===== src/rtl/mem_arbiter_pkg.sv =====
// Shared encodings for the I/D memory arbiter: FSM states and requester IDs.
package mem_arbiter_pkg;

  typedef enum logic [1:0] {
    ST_IDLE    = 2'd0,
    ST_GRANT_I = 2'd1,
    ST_GRANT_D = 2'd2,
    ST_DRAIN   = 2'd3
  } arb_state_e;

  typedef enum logic {
    REQ_I = 1'b0,
    REQ_D = 1'b1
  } req_id_e;

endpackage


===== src/rtl/arb_hold_timer.sv =====
// Saturating grant-hold counter with a sticky timeout flag.
module arb_hold_timer #(
  parameter int unsigned MAX_HOLD = 64
) (
  input  logic clk,
  input  logic rst,
  input  logic clr_i,
  input  logic en_i,
  output logic err_o
);

  localparam int unsigned CW = $clog2(MAX_HOLD + 1);
  localparam logic [CW-1:0] LIMIT = CW'(MAX_HOLD);

  logic [CW-1:0] cnt_q, cnt_d;
  logic          err_q, err_d;
  logic          expire;

  assign expire = (cnt_q == LIMIT);

  always_comb begin
    cnt_d = cnt_q;
    if (clr_i) begin
      cnt_d = '0;
    end else if (en_i && !expire) begin
      cnt_d = cnt_q + 1'b1;
    end
    err_d = err_q | (cnt_d == LIMIT);
  end

  always_ff @(posedge clk or posedge rst) begin
    if (rst) begin
      cnt_q <= '0;
      err_q <= 1'b0;
    end else begin
      cnt_q <= cnt_d;
      err_q <= err_d;
    end
  end

  assign err_o = err_q;

endmodule


===== src/rtl/mem_arbiter.sv =====
// Burst-granular arbiter sharing banked main memory between I-cache and D-cache,
// with a drain phase so returning bank data always reaches the issuing cache.
module mem_arbiter #(
  parameter int unsigned ADDR_W   = 16,
  parameter int unsigned DATA_W   = 16,
  parameter int unsigned BANKS    = 4,
  parameter int unsigned MAX_HOLD = 64
) (
  input  logic              clk,
  input  logic              rst,
  input  logic              i_req,
  input  logic [ADDR_W-1:0] i_addr,
  input  logic [DATA_W-1:0] i_data_in,
  input  logic              i_wr,
  input  logic              i_rd,
  output logic              i_grant,
  output logic [DATA_W-1:0] i_data_out,
  output logic [BANKS-1:0]  i_busy,
  output logic              i_err,
  input  logic              d_req,
  input  logic [ADDR_W-1:0] d_addr,
  input  logic [DATA_W-1:0] d_data_in,
  input  logic              d_wr,
  input  logic              d_rd,
  output logic              d_grant,
  output logic [DATA_W-1:0] d_data_out,
  output logic [BANKS-1:0]  d_busy,
  output logic              d_err,
  output logic [ADDR_W-1:0] m_addr,
  output logic [DATA_W-1:0] m_data_in,
  output logic              m_wr,
  output logic              m_rd,
  input  logic [DATA_W-1:0] m_data_out,
  input  logic [BANKS-1:0]  m_busy,
  input  logic              m_err,
  output logic              arb_err
);

  import mem_arbiter_pkg::*;

  arb_state_e state_q, state_d;
  req_id_e    prio_q, prio_d;
  req_id_e    owner_q, owner_d;
  logic       hold_clr, granted, routed, proto_err;
  logic [ADDR_W-1:0] sel_addr;
  logic [DATA_W-1:0] sel_data;
  logic              sel_wr, sel_rd;

  always_ff @(posedge clk or posedge rst) begin
    if (rst) begin
      state_q <= ST_IDLE;
      prio_q  <= REQ_D;
      owner_q <= REQ_I;
    end else begin
      state_q <= state_d;
      prio_q  <= prio_d;
      owner_q <= owner_d;
    end
  end

  // owner_q is latched at grant and kept through DRAIN for return routing.
  always_comb begin
    state_d  = state_q;
    prio_d   = prio_q;
    owner_d  = owner_q;
    hold_clr = 1'b0;
    case (state_q)
      ST_IDLE: begin
        if (i_req && d_req) begin
          owner_d = prio_q;
          prio_d  = (prio_q == REQ_I) ? REQ_D : REQ_I;
        end else if (i_req) begin
          owner_d = REQ_I;
        end else if (d_req) begin
          owner_d = REQ_D;
        end
        if (i_req || d_req) begin
          state_d  = (owner_d == REQ_I) ? ST_GRANT_I : ST_GRANT_D;
          hold_clr = 1'b1;
        end
      end
      ST_GRANT_I: if (!i_req) state_d = ST_DRAIN;
      ST_GRANT_D: if (!d_req) state_d = ST_DRAIN;
      ST_DRAIN:   if (m_busy == '0) state_d = ST_IDLE;
      default:    state_d = ST_IDLE;
    endcase
  end

  assign granted = (state_q == ST_GRANT_I) || (state_q == ST_GRANT_D);
  assign routed  = granted || (state_q == ST_DRAIN);

  arb_hold_timer #(
    .MAX_HOLD(MAX_HOLD)
  ) u_hold_timer (
    .clk   (clk),
    .rst   (rst),
    .clr_i (hold_clr),
    .en_i  (granted),
    .err_o (arb_err)
  );

  always_comb begin
    sel_addr  = (owner_q == REQ_I) ? i_addr    : d_addr;
    sel_data  = (owner_q == REQ_I) ? i_data_in : d_data_in;
    sel_wr    = (owner_q == REQ_I) ? i_wr      : d_wr;
    sel_rd    = (owner_q == REQ_I) ? i_rd      : d_rd;
    proto_err = granted && sel_wr && sel_rd;

    i_grant    = 1'b0;
    d_grant    = 1'b0;
    m_addr     = '0;
    m_data_in  = '0;
    m_wr       = 1'b0;
    m_rd       = 1'b0;
    i_data_out = '0;
    d_data_out = '0;
    i_busy     = '1;
    d_busy     = '1;
    i_err      = 1'b0;
    d_err      = 1'b0;

    if (granted) begin
      m_addr    = sel_addr;
      m_data_in = sel_data;
      m_wr      = sel_wr & ~sel_rd;
      m_rd      = sel_rd & ~sel_wr;
      if (owner_q == REQ_I) i_grant = 1'b1;
      else                  d_grant = 1'b1;
    end

    if (routed) begin
      if (owner_q == REQ_I) begin
        i_busy     = m_busy;
        i_data_out = m_data_out;
        i_err      = m_err | proto_err;
      end else begin
        d_busy     = m_busy;
        d_data_out = m_data_out;
        d_err      = m_err | proto_err;
      end
    end
  end

endmodule


===== config.mk =====
export PLATFORM = sky130hd
export DESIGN_NAME = mem_arbiter
export DESIGN_NICKNAME = d
export VERILOG_FILES = /design/src/rtl/mem_arbiter_pkg.sv /design/src/rtl/arb_hold_timer.sv /design/src/rtl/mem_arbiter.sv
export SDC_FILE = /design/constraint.sdc
export NUM_CORES = 1
export LEC_CHECK = 0
export ABC_AREA = 1
export CAP_MARGIN = 20
export CORE_MARGIN = 8
export CORE_UTILIZATION = 27
export CTS_CLUSTER_DIAMETER = 200
export CTS_CLUSTER_SIZE = 24
export DETAILED_ROUTE_END_ITERATION = 6
export GPL_ROUTABILITY_DRIVEN = 0
export PLACE_DENSITY = 0.78
export SYNTH_ARGS = -nofsm -noshare
export SYNTH_HDL_FRONTEND = slang
export SYNTH_SLANG_ARGS = --single-unit

===== constraint.sdc =====
create_clock -name clk -period 2.8 [get_ports clk]
set_input_delay 0.84 -clock clk [delete_from_list [all_inputs] [get_ports clk]]
set_output_delay 0.84 -clock clk [all_outputs]
set_load 0.01 [all_outputs]

# Word level (Yosys, flattened, before mapping)
# Cells that the tools add are included.
dict set report word_totals {
  regBits 12
  input_bits 93
  out_inout_bits 79
  wordCells 72
}
dict set report op_classes {
  n_addsub 1
  eq_ne 9
  mux 39
  bitwise 6
  reduce_logical 12
}
# op n
set op_table {}
lappend op_table {{$mux W16} 8}
lappend op_table {{$mux W1} 19}
lappend op_table {{$mux W4} 4}
lappend op_table {{$eq A7 B7 Y1 const B} 2}
lappend op_table {{$mux W7} 2}
lappend op_table {{$mux W2} 5}
lappend op_table {{$ne A2 B2 Y1 const B} 4}
lappend op_table {{$pmux W2 S4} 1}
lappend op_table {{$add A7 B1 Y7 const B} 1}
lappend op_table {{$eq A2 B2 Y1 const B} 2}
lappend op_table {{$logic_and A1 B1 Y1} 4}
lappend op_table {{$logic_not A4 Y1} 1}
lappend op_table {{$reduce_and A4 Y1} 1}
lappend op_table {{$logic_or A1 B1 Y1} 3}
lappend op_table {{$and A1 B1 Y1} 2}
lappend op_table {{$eq A2 B1 Y1 const B} 1}
lappend op_table {{$logic_not A2 Y1} 1}
lappend op_table {{$not A1 Y1} 2}
lappend op_table {{$or A1 B1 Y1} 2}
lappend op_table {{$reduce_and A2 Y1} 1}
lappend op_table {{$logic_not A1 Y1} 1}

# Logic depth before layout (Yosys ltp)
# Gate-level depths: netlist of run 1.
dict set report depth {
  ltp_word 7
  ltp_mapped 13
  depth_no_buf 13
}

# Hierarchy
# A second synthesis of run 1 with hierarchy kept.
dict set report unflattened {
  cells_unflattened 251
  hier_area_um2 1670.4
}
# mod instances cells_per_inst area_each_um2 seq_area_each_um2
set modules_own_cells {}
lappend modules_own_cells {mem_arbiter 1 171 1077.3 101.3}
lappend modules_own_cells {arb_hold_timer 1 80 593.1 200.2}

# Least setup slack after synthesis of run 1
# No wires, ideal clock.
dict set report synth_path {
  kind {reg-to-output}
  start {register state_q[0]}
  end {output m_data_in[10]}
  arrival_time_ns 1.511
  required_time_ns 1.960
  slack_ns 0.449
  stages_incl_launch_ff 8
  path_buffers 2
  cell_sequence {dfrtp_1 inv_1 ha_1 buf_2 nand2_1 inv_1 buf_4 a22o_1}
}
dict set report synth_via {
  elab_chain_len 3
  elab_cells_between_ends 4
  classes_between {2 x eq/ne; 1 x mux; 1 x reduce/logical}
}
# element line_no
set synth_lines {}
lappend synth_lines {{from (decl)} mem_arbiter.sv:41} ;# arb_state_e state_q, state_d;
lappend synth_lines {{from (signal assigned)} mem_arbiter.sv:55} ;# state_q <= state_d;
lappend synth_lines {{$eq A2 B1 Y1 or $eq A2 B2 Y1 (tied branches)} mem_arbiter.sv:89} ;# assign granted = (state_q == ST_GRANT_I) || (state_q == ST_GRANT_D);
lappend synth_lines {{$logic_or A1 B1 Y1 (*)} mem_arbiter.sv:89}
lappend synth_lines {{$mux W16 (*)} mem_arbiter.sv:122} ;# if (granted) begin
lappend synth_lines {{to (decl)} mem_arbiter.sv:30} ;# output logic [DATA_W-1:0] m_data_in,
# Mark *: on every way between the ends. The rest lies on a longest branch, timed or not.

# Worst setup path after layout of run 1
dict set report layout_path {
  start {input i_wr}
  end {output m_rd}
}
dict set report layout_via {
  elab_chain_len 4
}
# element line_no
set layout_lines {}
lappend layout_lines {{from (decl)} mem_arbiter.sv:14} ;# input logic i_wr,
lappend layout_lines {{$mux W1} mem_arbiter.sv:105} ;# sel_wr = (owner_q == REQ_I) ? i_wr : d_wr;
lappend layout_lines {{$not A1 Y1} mem_arbiter.sv:126} ;# m_rd = sel_rd & ~sel_wr;
lappend layout_lines {{$and A1 B1 Y1} mem_arbiter.sv:126}
lappend layout_lines {{$mux W1} mem_arbiter.sv:122}
lappend layout_lines {{to (decl)} mem_arbiter.sv:32} ;# output logic m_rd,
# Every way passes these cells.

==> flow_summary_export.csv, run 1 <==
group,metric,value,unit
run_status,status,"completed",
timing,setup_viol,0,
clock_tree,clockBufferDepth,2,
route,firstDrtPassIters,4,
timing,worst_pin_slew,0.482,ns
synth,synthFlopType,"dfrtp_1",
die,boundaryPins,172,
route,wire_per_inst,18.8,um
clock_tree,cts.clk_slew.worst_paths,0.05,ns
finish,syn_to_final_growth,138,%
clock_tree,cts_tree,"yes",
synth,synth_top_family_by_area,"simple AND/OR/NAND/NOR gates",
synth,synth-xor-area-share,1.20,%
route,first_iter_violations,76,
clock_tree,numCtsBuffers,3,
global_route,grt_pass1_vias,2160,
finish,drive_gt1_share,9.54,%
finish,finish.utilization,67.1,%
clock_tree,clock_latency,0.24,ns
die,rows,26,
finish,design_area,3470,um^2
synth,synth_compound_area_share,23.6,%
synth,synth_mux_area_share,0.686,%
synth,netlist-cell-type-count,26,
worst_setup_path,crit_fanout,3,
power_and_ir_drop,p_leak,2.17,nW
finish,seqCellArea,302,um^2
die,initial_core_util,28.2,%
route,antenna_left,0,
timing,fmax,0.367,GHz
die,die_area,8020,um^2
clock_tree,cts_hold_buf,0,
global_route,grt_pass1_wl,12.0,mm
timing,hold_viol,0,
power_and_ir_drop,ir_drop,0.967,mV
placement,dpl.hpwl,7.42,mm
route,vias_per_cell,4.65,
synth,synth_area_leader_cell,"a22o_1",
die,die_h,89.5,um
synth,ys_async_sr_fraction,100,%
finish,fin_nets,510,
route,drt-total-wl,8.99,mm
synth,ys_ff_latch,12,
timing,finClkSkew,0.00105,ns
finish,multi_input_area,966,um^2
synth,yosys_warnings,0,
route,drc,0,
worst_setup_path,required,1.96,ns
finish,instances_no_fill,479,
worst_setup_path,crit_arrival,1.88,ns
synth,yosys-top-cells-count,"nor2_1 (44), inv_1 (41), nand2_1 (37)",
synth,yosysMostFrequentCell,"nor2_1",
global_route,antenna_found_initial,0,
timing,period_needed,2.72,ns
power_and_ir_drop,p_per_area,1020,nW/um^2
timing,maxSlewViolCount,0,
synth,synth_area_leaders,"a22o_1 (19%), dfrtp_1 (19%), nor2_1 (11%)",
synth,synth_edf_count,0,
die,core-area,5170,um^2
worst_setup_path,crit_path_end_kind,"output port",
synth,synth_adder_area_share,6.00,%
worst_hold_path,hp-class,"reg -> reg",
timing,relSlewSlack,67.7,%
placement,placed_cell_area,3330,um^2
synth,yosysTopAreaCellShare,19.2,%
clock_tree,clock-sinks,12,
worst_setup_path,crit_type,"in -> out",
timing,post-route-period-util,97.2,%
global_route,grt_max_degree,34,
clock_tree,cts_root_buffer,"clkbuf_8",
finish,antenna_cells,0,
synth,synthesis.nets,328,
placement,port_buffers,171,
job,cap_violations,0,
global_route,grt_overflow,0,
route,num_vias,2228,
worst_setup_path,worst_setup_path_start_kind,"input port",
die,dieWidth,89.5,um
placement,place_inst,473,
timing,fin_tns_setup,0,ns
synth,syn-cell-area,1460,um^2
synth,synth-simple-area-share,32.0,%
synth,syn_inst,228,
synth,syn_avg_cell_area,6.40,um^2
global_route,grt_use_total,19.4,%
synth,synth_seq_area_share,20.7,%
finish,nFillCells,437,
clock_tree,h-tree-depth,1,
-- path summary, 6_finish.rpt --
path / startpoint / to / slack [ns] / cells after the start
max: i_wr / m_rd / 0.08 / 5
min: u_hold_timer.err_o / u_hold_timer.err_o / 0.47 / 2
max reg2reg: u_hold_timer.cnt_q[0] / u_hold_timer.err_o / 1.22 / 13
min reg2reg: u_hold_timer.err_o / u_hold_timer.err_o / 0.47 / 2
max in group asynchronous: rst / prio_q / 1.57 / 2
min in group asynchronous: rst / u_hold_timer.cnt_q[4] / 0.90 / 2
-- flip-flops by register name, indices dropped and copies added, names as in the netlist --
name / count
owner_q: 1
state_q: 2
prio_q: 1
u_hold_timer.err_o: 1
u_hold_timer.cnt_q: 7
-- per-layer routing --
| metal | up-vias | global-route usage, % | part of all wire [%] |
|---|---|---|---|
| li1 | 1099 | - | - |
| met1 | 1020 | 19.8 | 35 |
| met2 | 101 | 36.8 | 54 |
| met3 | 8 | 5.97 | 9.5 |
| met4 | 0 | 5.14 | 1.6 |
| met5 | - | 0 | 0 |
-- layout by cell type, fill, tap and decap left out, drive strengths merged --
| master | netlist | final |
|---|---|---|
| a21oi | 3 | 3 |
| a22o | 32 | 32 |
| a31oi | 1 | 1 |
| buf | 10 | 17 |
| clkbuf | 0 | 5 |
| clkdlybuf4s15 | 0 | 1 |
| clkdlybuf4s50 | 0 | 91 |
| dfrtp | 11 | 11 |
| dfstp | 1 | 1 |
| dlygate4sd1 | 0 | 1 |
| dlygate4sd2 | 0 | 44 |
| dlymetal6s2s | 0 | 32 |
| ha | 7 | 7 |
| inv | 45 | 45 |
| mux2i | 1 | 1 |
| nand2 | 38 | 38 |
| nand3 | 14 | 14 |
| nand3b | 1 | 1 |
| nand4 | 4 | 4 |
| nor2 | 48 | 48 |
| nor3 | 1 | 1 |
| o21ai | 7 | 7 |
| o21bai | 1 | 1 |
| or2 | 1 | 1 |
| xnor2 | 2 | 2 |
-- metrics by stage --
step                worst slack [ns]  power, mW  hold WS, ns
finish                        0.0786       3.54        0.470
global route              -0.0000351       3.80        0.503
CTS                           -0.175       3.51        0.481
detailed placement            -0.523       3.51        0.467
global placement              -0.538       3.45        0.451
floorplan                      0.449       1.81        0.470
-- cell type report --
class,instances,share of cell area (%)
well taps,70,2.52
repair buffers,187,54.4
inverters,45,5.01
clock buffers,4,1.59
flip-flops and latches,12,8.68
multi-input cells,161,27.8
-- kinds of logic after synthesis --
logic type                 after synthesis
AOI/OAI and AO/OA                       44
xor gates and xnor gates                 2
and+or+nand+nor                        107
muxes                                    1
adders and majority gates                7
DFF                                     12
buffers and inverters                   55
-- critical path: stages --
cell and delay, ns:
clkdlybuf4s50_1 0.40, nand2_1 0.08, nand2_2 0.08, nor3_1 0.19
dlygate4sd1_1 0.30
-- power by group --
| group | leakage, nW | total, mW | internal (mW) | switching [mW] |
|---|---|---|---|---|
| clock network | 0.0288 | 0.184 | 0.124 | 0.0603 |
| logic | 2.00 | 3.04 | 1.48 | 1.56 |
| registers | 0.144 | 0.309 | 0.245 | 0.0647 |
| total | 2.17 | 3.54 | 1.85 | 1.69 |
-- repair_timing --
action	4_1_cts	5_1_grt
cloned	0	1
gates resized for setup	58	41
buffers inserted	1	1
pin swaps	4	2
setup endpoints to repair	78	36
Note: power is estimated with default switching activity, not from simulation.
==> inputs of run 2 (changes only) <==
CAP_MARGIN = not set   (was 20)
CTS_BUF_LIST = sky130_fd_sc_hd__clkbuf_4 sky130_fd_sc_hd__clkbuf_8 sky130_fd_sc_hd__clkbuf_16   (was not set)
==> results of run 2 <==
No change in the layout: final DEF, timing and power equal those of run 1.
